==> config.mk <==
export PLATFORM = sky130hd
export DESIGN_NAME = ddio_in
export DESIGN_NICKNAME = d
export VERILOG_FILES = /design/src/rtl/ddio_in_pkg.sv /design/src/rtl/ddio_in_bit.sv /design/src/rtl/ddio_in.sv
export SDC_FILE = /design/constraint.sdc
export NUM_CORES = 1
export LEC_CHECK = 0
export CORE_MARGIN = 3
export CORE_UTILIZATION = 44
export CTS_BUF_LIST = sky130_fd_sc_hd__clkbuf_8
export CTS_CLUSTER_DIAMETER = 100
export CTS_CLUSTER_SIZE = 10
export DETAILED_ROUTE_END_ITERATION = 8
export PLACE_DENSITY_LB_ADDON = 0.3
export SLEW_MARGIN = 0
export SYNTH_ARGS = -nofsm -noshare
export SYNTH_HDL_FRONTEND = slang
export SYNTH_SLANG_ARGS = --single-unit
==> constraint.sdc <==
create_clock -name inclock -period 0.8 [get_ports inclock]
set_input_delay 0.08 -clock inclock [delete_from_list [all_inputs] [get_ports inclock]]
set_output_delay 0.08 -clock inclock [all_outputs]
set_load 0.02 [all_outputs]
==> src/rtl/ddio_in_pkg.sv <==
// Shared constants for the DDR input capture block.
// Keeps the default lane count in one place for the top and any wrappers.
package ddio_in_pkg;

    localparam int DDIO_IN_DEFAULT_WIDTH = 8;

endpackage : ddio_in_pkg

==> src/rtl/ddio_in_bit.sv <==
// Single-lane DDR capture cell: falling-edge capture plus two rising-edge registers.
// The falling-edge sample is re-timed so both outputs move only on the rising edge.
module ddio_in_bit (
    input  logic i_inclock,
    input  logic i_aclr,
    input  logic i_datain,
    output logic o_dataout_h,
    output logic o_dataout_l
);

    logic r_negCap;
    logic r_hReg;
    logic r_lReg;

    always_ff @(negedge i_inclock or posedge i_aclr) begin
        if (i_aclr) begin
            r_negCap <= 1'b0;
        end else begin
            r_negCap <= i_datain;
        end
    end

    // r_lReg holds the older (falling-edge) bit so {l, h} is chronological
    always_ff @(posedge i_inclock or posedge i_aclr) begin
        if (i_aclr) begin
            r_hReg <= 1'b0;
            r_lReg <= 1'b0;
        end else begin
            r_hReg <= i_datain;
            r_lReg <= r_negCap;
        end
    end

    assign o_dataout_h = r_hReg;
    assign o_dataout_l = r_lReg;

endmodule : ddio_in_bit

==> src/rtl/ddio_in.sv <==
// DDR input capture register for the ADC LVDS data lanes.
// No synchroniser on datain: it is source-synchronous and extra stages would break DDR alignment.
module ddio_in
    import ddio_in_pkg::*;
#(
    parameter int WIDTH = DDIO_IN_DEFAULT_WIDTH
) (
    input  logic             inclock,
    input  logic             aclr,
    input  logic [WIDTH-1:0] datain,
    output logic [WIDTH-1:0] dataout_h,
    output logic [WIDTH-1:0] dataout_l
);

    for (genvar g = 0; g < WIDTH; g++) begin : g_lane
        ddio_in_bit u_bit (
            .i_inclock   (inclock),
            .i_aclr      (aclr),
            .i_datain    (datain[g]),
            .o_dataout_h (dataout_h[g]),
            .o_dataout_l (dataout_l[g])
        );
    end

endmodule : ddio_in

==> impl_metrics.env, run 1 <==
export IMPL_crit_arrival_ps=1060
export IMPL_n_antenna_cell=0
export IMPL_ys_ff_latch=24
export IMPL_grt_overflow=0
export IMPL_avgSynthCellArea_sq_um=17.7
export IMPL_syn_nets=51
export IMPL_finalSetupViolCount=24
export IMPL_cts_buffers=3
export IMPL_rows=14
export IMPL_synth_top_cell_by_area="dfrtp_1"
export IMPL_die_area_sq_mm=0.00217
export IMPL_slew_violations=0
export IMPL_critical_path_class="reg -> reg"
export IMPL_viasPerCell=4.24
export IMPL_die_h_microns=46.6
export IMPL_dr_pass1_iters=2
export IMPL_cts_root_buffer="clkbuf_8"
export IMPL_drc=0
export IMPL_synth_area_sq_um=724
export IMPL_synth_top_cells_by_area="dfrtp_1 55%, dfrtn_1 28%, buf_4 17%"
export IMPL_ir_drop_v=0.00139
export IMPL_num_vias=339
export IMPL_period_minus_slack_ps=866
export IMPL_total_power_mw=2.56
export IMPL_cts_setup_buffers=0
export IMPL_placed_cells=72
export IMPL_clk_pin_slew_ps=80
export IMPL_avgRoutedWirePerCell_microns=11.4
export IMPL_tightest_slew_ps=303
export IMPL_maxCapViolations=0
export IMPL_cp_max_fo=1
export IMPL_final_nets=75
export IMPL_drive_above_1_share=0.422
export IMPL_multiInputCombCellCount=0
export IMPL_power_density_mw_per_mm2=2410
export IMPL_p_leak_nw=0.530
export IMPL_clock_skew_ps=14.3
export IMPL_yosys_warnings=0
export IMPL_rr_worst_depth=0
export IMPL_die_width_microns=46.6
export IMPL_clk_insertion_delay_late_ps=270
export IMPL_required_ps=1000
export IMPL_rsz0062_at_grt="true"
export IMPL_core_area_sq_mm=0.00152
export IMPL_htreeDepth=1
export IMPL_gp_congestion=0.580
export IMPL_syn2layout_area_growth_pct=47.0
export IMPL_ys_types=4
export IMPL_grt_pass1_wl_microns=1400
export IMPL_wl_microns=909
export IMPL_final_hold_viol_count=0
export IMPL_fin_tns_setup_ps=-1130
export IMPL_worst_slack_ps=-65.8
export IMPL_finalNonFillerCells=80
export IMPL_clkSinkCount=24
export IMPL_grt_use_total=0.0976
export IMPL_cts_buffer_depth=2
export IMPL_status="finished, violations left"
export IMPL_seq_area_frac_synth=0.829
export IMPL_fmax_mhz=1160
export IMPL_initialDrtViolationCount=3
export IMPL_cp_start_kind="register"
export IMPL_cts_tree="yes"
export IMPL_timing_rr_end="g_lane[0].u_bit.o_dataout_l"
export IMPL_violations="setup timing"
export IMPL_multi_input_area_sq_um=0
export IMPL_hold_path_class="in -> async"
export IMPL_grt_pass1_vias=310
export IMPL_grt_max_degree=17
export IMPL_antenna_found_initial=0
export IMPL_ant_nets=0
export IMPL_io_buffers=25
export IMPL_r2r_setup_slack_ps=-70
export IMPL_r2r_start="g_lane[0].u_bit.r_negCap"
export IMPL_synth_top_area_frac=0.553
export IMPL_slew_headroom=0.797
export IMPL_fin_crit_sh=1.08
export IMPL_start_util=0.475
export IMPL_cp_end_kind="register"
export IMPL_synthCells=41
export IMPL_fillCellCount=118
export IMPL_io_pins=26
sequential cells by signal (all words and copies together) (netlist names):
| name | cells |
|---|---|
| g_lane.u_bit.r_negCap | 8 |
| g_lane.u_bit.o_dataout_h | 8 |
| g_lane.u_bit.o_dataout_l | 8 |
kinds of logic after synthesis:
family,share of synthesized area
flops,0.829
buf+inv,0.171
timing repair:
action	in CTS	in global routing
gates resized for setup	96	4
endpoints found under the setup margin	24	28
hold buffers	0	4
pin swaps	0	0
hold endpoints to repair	0	4
cell usage after synthesis:
| cell type | count |
|---|---|
| inv_1 | 1 |
| buf_4 | 16 |
| dfrtn_1 | 8 |
| dfrtp_1 | 16 |
power breakdown:
| part | leakage (nW) | switching (mW) | internal (mW) | total [mW] |
|---|---|---|---|---|
| Sequential | 0.280 | 0.0235 | 1.28 | 1.30 |
| Clock | 0.0357 | 0.344 | 0.667 | 1.01 |
| Combinational | 0.214 | 0.108 | 0.143 | 0.251 |
layout make-up:
class                 count  area, sq um  share of cell area
clock buffer              3         41.3              0.0388
clock inverter            1         30.0              0.0282
inverter                  1         7.51             0.00705
sequential               24          601               0.564
tap                      16         20.0              0.0188
timing repair buffer     35          365               0.343
worst max path at each step:
stage                             endpoint  slack (ps)                   startpoint  depth (start not counted)
5_1_grt                       dataout_l[7]        -110  g_lane[7].u_bit.o_dataout_l                          1
3_3_place_gp      g_lane[0].u_bit.r_negCap        -270                    datain[0]                          1
4_1_cts                       dataout_l[7]         -80  g_lane[7].u_bit.o_dataout_l                          1
6_report       g_lane[0].u_bit.o_dataout_l         -70     g_lane[0].u_bit.r_negCap                          0
2_1_floorplan  g_lane[0].u_bit.o_dataout_l         -20     g_lane[0].u_bit.r_negCap                          0
3_5_place_dp      g_lane[4].u_bit.r_negCap        -280                    datain[4]                          1
through the flow:
stage	utilization	setup slack (ps)	cell area [sq um]	hold slack (ps)
6_report	0.699	-65.8	1060	122
5_1_grt	0.699	-106	1060	150
4_1_cts	0.666	-78.8	1010	134
3_5_place_dp	0.606	-285	923	418
3_3_place_gp	0.606	-275	923	416
2_1_floorplan	-	-21.9	728	-42.1
cell usage in the layout (no fill, tap or decap):
cell,n
buf_4,6
clkdlybuf4s50_1,5
dlygate4sd3_1,4
dlymetal6s2s_1,4
dfrtn_1,8
buf_6,16
clkinvlp_4,1
clkbuf_8,3
dfrtp_1,16
bufinv_16,1
routing by layer:
layer,up-vias,share of wire,track usage
li1,152,-,-
met4,0,0,0.0511
met1,174,0.27,0.0930
met3,0,0.076,0.0352
met2,13,0.65,0.179
met5,-,0,0
(Power assumes the default switching activity.)
==> run 2, diff against run 1 <==
- PLACE_DENSITY: not set -> 0.79
- PLACE_DENSITY_LB_ADDON: 0.3 -> not set
==> run 2 against run 1 <==
  * The flow still finishes with violations (setup timing)
  * Power decreased by 8.8%
  * Register-to-register slack barely moved
  * Via count rose by 1.2%
  * Clock power is 23% lower
  * Combinational power hardly changed
  * Flip-flop and latch count is the same
  * Setup slack improved by 5.1 ps
  * Hold slack got worse by 45 ps
  * Cell count shrank 1.3%
  * Highest routed layer is now met4
  * Die area is the same
  * Largest power group unchanged
==> impl_metrics.env, run 2 (same netlist as run 1, synthesis figures left out) <==
export IMPL_final_nets=74
export IMPL_rows=14
export IMPL_place_area_sq_um=936
export IMPL_io_pins=26
export IMPL_core_area_sq_mm=0.00152
export IMPL_clock_skew_ps=14.1
export IMPL_fin_hold_ws_ps=77.8
export IMPL_multiInputCombCellCount=0
export IMPL_drive_above_1_share=0.429
export IMPL_grt_pass1_wl_microns=1530
export IMPL_ir_drop_v=0.00207
export IMPL_fmax_mhz=1170
export IMPL_die_h_microns=46.6
export IMPL_crit_arrival_ps=1060
export IMPL_total_power_mw=2.34
export IMPL_critical_path_class="reg -> reg"
export IMPL_clk_pin_slew_ps=70
export IMPL_wl_microns=960
export IMPL_initialDrtViolationCount=0
export IMPL_hold_path_class="in -> reg"
export IMPL_grt_use_total=0.110
export IMPL_die_area_sq_mm=0.00217
export IMPL_start_util=0.475
export IMPL_gp_congestion=0.607
export IMPL_cts_setup_buffers=0
export IMPL_grt_overflow=0
export IMPL_cts_tree="yes"
export IMPL_cts_buffers=3
export IMPL_viasPerCell=4.34
export IMPL_multi_input_area_sq_um=0
export IMPL_finalSetupViolCount=24
export IMPL_period_minus_slack_ps=861
export IMPL_grt_pass1_vias=360
export IMPL_required_ps=1000
export IMPL_worst_slack_ps=-60.7
export IMPL_fillCellCount=107
export IMPL_ant_nets=0
export IMPL_maxCapViolations=0
export IMPL_avgRoutedWirePerCell_microns=12.2
export IMPL_clk_insertion_delay_late_ps=270
export IMPL_antenna_found_initial=0
export IMPL_cp_end_kind="register"
export IMPL_rsz0062_at_grt="true"
export IMPL_htreeDepth=1
export IMPL_p_leak_nw=0.517
export IMPL_power_density_mw_per_mm2=2230
export IMPL_cp_max_fo=1
export IMPL_cts_root_buffer="clkbuf_8"
export IMPL_syn2layout_area_growth_pct=44.4
export IMPL_status="finished, violations left"
export IMPL_final_hold_viol_count=0
export IMPL_clkSinkCount=24
export IMPL_num_vias=343
export IMPL_grt_max_degree=18
export IMPL_final_cell_mix="16 x dfrtp_1, 16 x buf_6, 8 x dfrtn_1, 5 x buf_4"
export IMPL_die_width_microns=46.6
export IMPL_slew_headroom=0.924
export IMPL_tightest_slew_ps=114
export IMPL_drc=0
export IMPL_n_antenna_cell=0
export IMPL_io_buffers=25
export IMPL_violations="setup timing"
export IMPL_fin_crit_sh=1.08
export IMPL_cp_start_kind="register"
export IMPL_cts_buffer_depth=2
export IMPL_fin_area_sq_mm=0.00105
export IMPL_dr_pass1_iters=1
export IMPL_slew_violations=0
## run 2: changes by cell type in the layout (fill, tap and decap cells not counted), sizes merged
| cell | delta |
|---|---|
| dlygate4sd3 | -1 |
| clkbuf | +1 |
| bufinv | -1 |
| dlymetal6s2s | -1 |
| dlygate4sd2 | +2 |
| clkdlybuf4s50 | -1 |
## run 2: where the power goes
group | switching (mW) | leakage [nW] | internal, mW
combinational | 0.109 | 0.208 | 0.145
sequential | 0.0237 | 0.280 | 1.28
clock | 0.344 | 0.0288 | 0.438
## run 2: metrics by stage
step | instances | util | setup TNS, ps | worst slack, ps
3_5_place_dp | 72 | 0.614 | -6130 | -298
2_1_floorplan | 41 | - | -175 | -21.9
6_report | 79 | 0.686 | -1180 | -60.7
4_1_cts | 76 | 0.662 | -1340 | -67.8
5_1_grt | 79 | 0.686 | -1720 | -93.0
3_3_place_gp | 72 | 0.614 | -5860 | -277
## run 2: routing by layer
| layer | track usage | part of all wire | vias up |
|---|---|---|---|
| li1 | - | - | 150 |
| met1 | 0.110 | 0.32 | 172 |
| met2 | 0.192 | 0.56 | 18 |
| met3 | 0.0625 | 0.11 | 3 |
| met4 | 0.0341 | 0.010 | 0 |
| met5 | 0 | 0 | - |
## run 2: path summary, 6_finish.rpt
kind,slack (ps),end,cells past startpoint,start
worst max-delay path,-60,g_lane[3].u_bit.o_dataout_l,0,g_lane[3].u_bit.r_negCap
worst min-delay path,80,g_lane[4].u_bit.o_dataout_h,1,datain[4]
worst max register to register,-60,g_lane[3].u_bit.o_dataout_l,0,g_lane[3].u_bit.r_negCap
worst min register to register,770,g_lane[1].u_bit.o_dataout_l,0,g_lane[1].u_bit.r_negCap
max in group asynchronous,210,g_lane[2].u_bit.r_negCap,3,aclr
min in group asynchronous,160,g_lane[6].u_bit.o_dataout_h,3,aclr
## run 2: what timing repair did
| action | CTS | global route |
|---|---|---|
| setup endpoints to repair | 26 | 27 |
| endpoints found under the hold margin | 0 | 3 |
| hold buffers | 0 | 3 |
| gates resized for setup | 98 | 3 |
## run 2: final cells by class
cell class | count | area (sq um) | share of cell area
tap | 16 | 20.0 | 0.0191
clock buffer | 4 | 55.1 | 0.0526
inverter | 1 | 7.51 | 0.00718
timing repair buffer | 34 | 363 | 0.347
sequential | 24 | 601 | 0.574
==> run 3, diff against run 2 <==
- CORE_MARGIN: 3 -> 2
==> run 3 against run 2 <==
  * The run still ends with setup timing left
  * Hold slack better by 1.0 ps
  * Global-route usage up 1.5 points
  * Clock power grew 29%
  * Via count is 2.6% lower
  * Die area shrank 8.4%
  * First-iteration DRC count is 1 higher
  * Critical path type unchanged
  * Largest cell class unchanged
==> impl_metrics.env, run 3 (same netlist as run 1, synthesis figures left out) <==
export IMPL_tightest_slew_ps=312
export IMPL_wl_microns=974
export IMPL_fin_hold_ws_ps=78.8
export IMPL_grt_max_degree=17
export IMPL_clock_skew_ps=16.8
export IMPL_highest_layer="met3"
export IMPL_die_h_microns=44.6
export IMPL_rows=14
export IMPL_final_nets=73
export IMPL_ir_drop_v=0.00204
export IMPL_slew_violations=0
export IMPL_wl_met3_microns=91
export IMPL_final_hold_viol_count=0
export IMPL_crit_arrival_ps=1070
export IMPL_place_ws_ps=-290
export IMPL_dr_pass1_iters=2
export IMPL_viasPerCell=4.28
export IMPL_htreeDepth=1
export IMPL_fin_area_sq_mm=0.00104
export IMPL_grt_use_total=0.126
export IMPL_p_leak_nw=0.504
export IMPL_hold_path_class="in -> reg"
export IMPL_violations="setup timing"
export IMPL_multiInputCombCellCount=0
export IMPL_start_util=0.475
export IMPL_worst_slack_ps=-81.4
export IMPL_io_pins=26
export IMPL_cts_root_buffer="clkbuf_8"
export IMPL_place_area_sq_um=923
export IMPL_placed_cells=72
export IMPL_dp_hpwl_microns=718
export IMPL_slew_headroom=0.792
export IMPL_met1Wirelength_microns=279
export IMPL_n_antenna_cell=0
export IMPL_avgRoutedWirePerCell_microns=12.5
export IMPL_initialDrtViolationCount=1
export IMPL_clk_insertion_delay_late_ps=270
export IMPL_drc=0
export IMPL_cp_start_kind="register"
export IMPL_maxCapViolations=0
export IMPL_drive_above_1_share=0.435
export IMPL_ant_nets=0
export IMPL_status="finished, violations left"
export IMPL_fillCellCount=108
export IMPL_finalNonFillerCells=78
export IMPL_wl_met2_microns=603
export IMPL_core_area_sq_mm=0.00152
export IMPL_cts_buffer_depth=2
export IMPL_r2r_setup_slack_ps=-80
export IMPL_cp_max_fo=1
export IMPL_final_cell_mix="16 x dfrtp_1, 16 x buf_6, 8 x dfrtn_1, 6 x clkdlybuf4s50_1, 6 x buf_4"
export IMPL_num_vias=334
export IMPL_clk_pin_slew_ps=80
export IMPL_io_buffers=25
export IMPL_grt_overflow=0
export IMPL_clkSinkCount=24
export IMPL_cts_buffers=3
export IMPL_gp_congestion=0.571
export IMPL_register_area_sq_um=601
export IMPL_critical_path_class="reg -> reg"
export IMPL_finalSetupViolCount=24
export IMPL_cts_setup_buffers=0
export IMPL_die_area_sq_mm=0.00199
export IMPL_grt_pass1_wl_microns=1670
export IMPL_antenna_found_initial=0
export IMPL_cp_end_kind="register"
export IMPL_required_ps=990
export IMPL_grt_pass1_vias=366
export IMPL_multi_input_area_sq_um=0
export IMPL_rsz0062_at_grt="true"
export IMPL_cts_tree="yes"
export IMPL_power_density_mw_per_mm2=2460
export IMPL_syn2layout_area_growth_pct=43.4
export IMPL_die_width_microns=44.6
## run 3: cell types whose count changed in the layout (fill, tap and decap cells not counted)
cell	previous run	this run
clkbuf_8	4	3
buf_4	5	6
dlygate4sd2_1	2	1
dlygate4sd3_1	3	2
bufinv_16	0	1
clkdlybuf4s50_1	4	6
buf_12	1	0
dlymetal6s2s_1	3	2
## run 3: layout make-up
cell class | instances | area share
tap | 16 | 0.0193
inverter | 1 | 0.00723
sequential | 24 | 0.578
clock inverter | 1 | 0.0289
clock buffer | 3 | 0.0398
timing repair buffer | 33 | 0.327
## run 3: path summary, 6_finish.rpt
check | start | end | depth (start not counted)
worst max-delay path | g_lane[5].u_bit.r_negCap | g_lane[5].u_bit.o_dataout_l | 0
worst min-delay path | datain[3] | g_lane[3].u_bit.o_dataout_h | 1
worst max register to register | g_lane[5].u_bit.r_negCap | g_lane[5].u_bit.o_dataout_l | 0
worst min register to register | g_lane[1].u_bit.r_negCap | g_lane[1].u_bit.o_dataout_l | 0
max in group asynchronous | aclr | g_lane[1].u_bit.r_negCap | 2
min in group asynchronous | aclr | g_lane[2].u_bit.o_dataout_l | 2
## run 3: per-layer routing
layer	GRT usage	vias to the layer above
met5	0	-
met4	0.0545	0
met3	0.0449	0
met2	0.229	15
met1	0.126	171
li1	-	148
## run 3: stage by stage
step | power, mW | setup TNS [ps] | util
3_3_place_gp | 1.55 | -6410 | 0.606
4_1_cts | 2.58 | -1350 | 0.661
3_5_place_dp | 1.55 | -6770 | 0.606
2_1_floorplan | 1.45 | -175 | -
6_report | 2.56 | -1190 | 0.681
5_1_grt | 2.67 | -1730 | 0.681
## run 3: what timing repair did
action | CTS | global route
setup endpoints to repair | 25 | 26
hold endpoints to repair | 0 | 2
hold buffers | 0 | 2
resized for setup | 95 | 4
## run 3: where the power goes
group | internal (mW) | total (mW) | switching [mW]
Clock | 0.667 | 1.01 | 0.345
Sequential | 1.28 | 1.30 | 0.0251
Combinational | 0.137 | 0.244 | 0.107
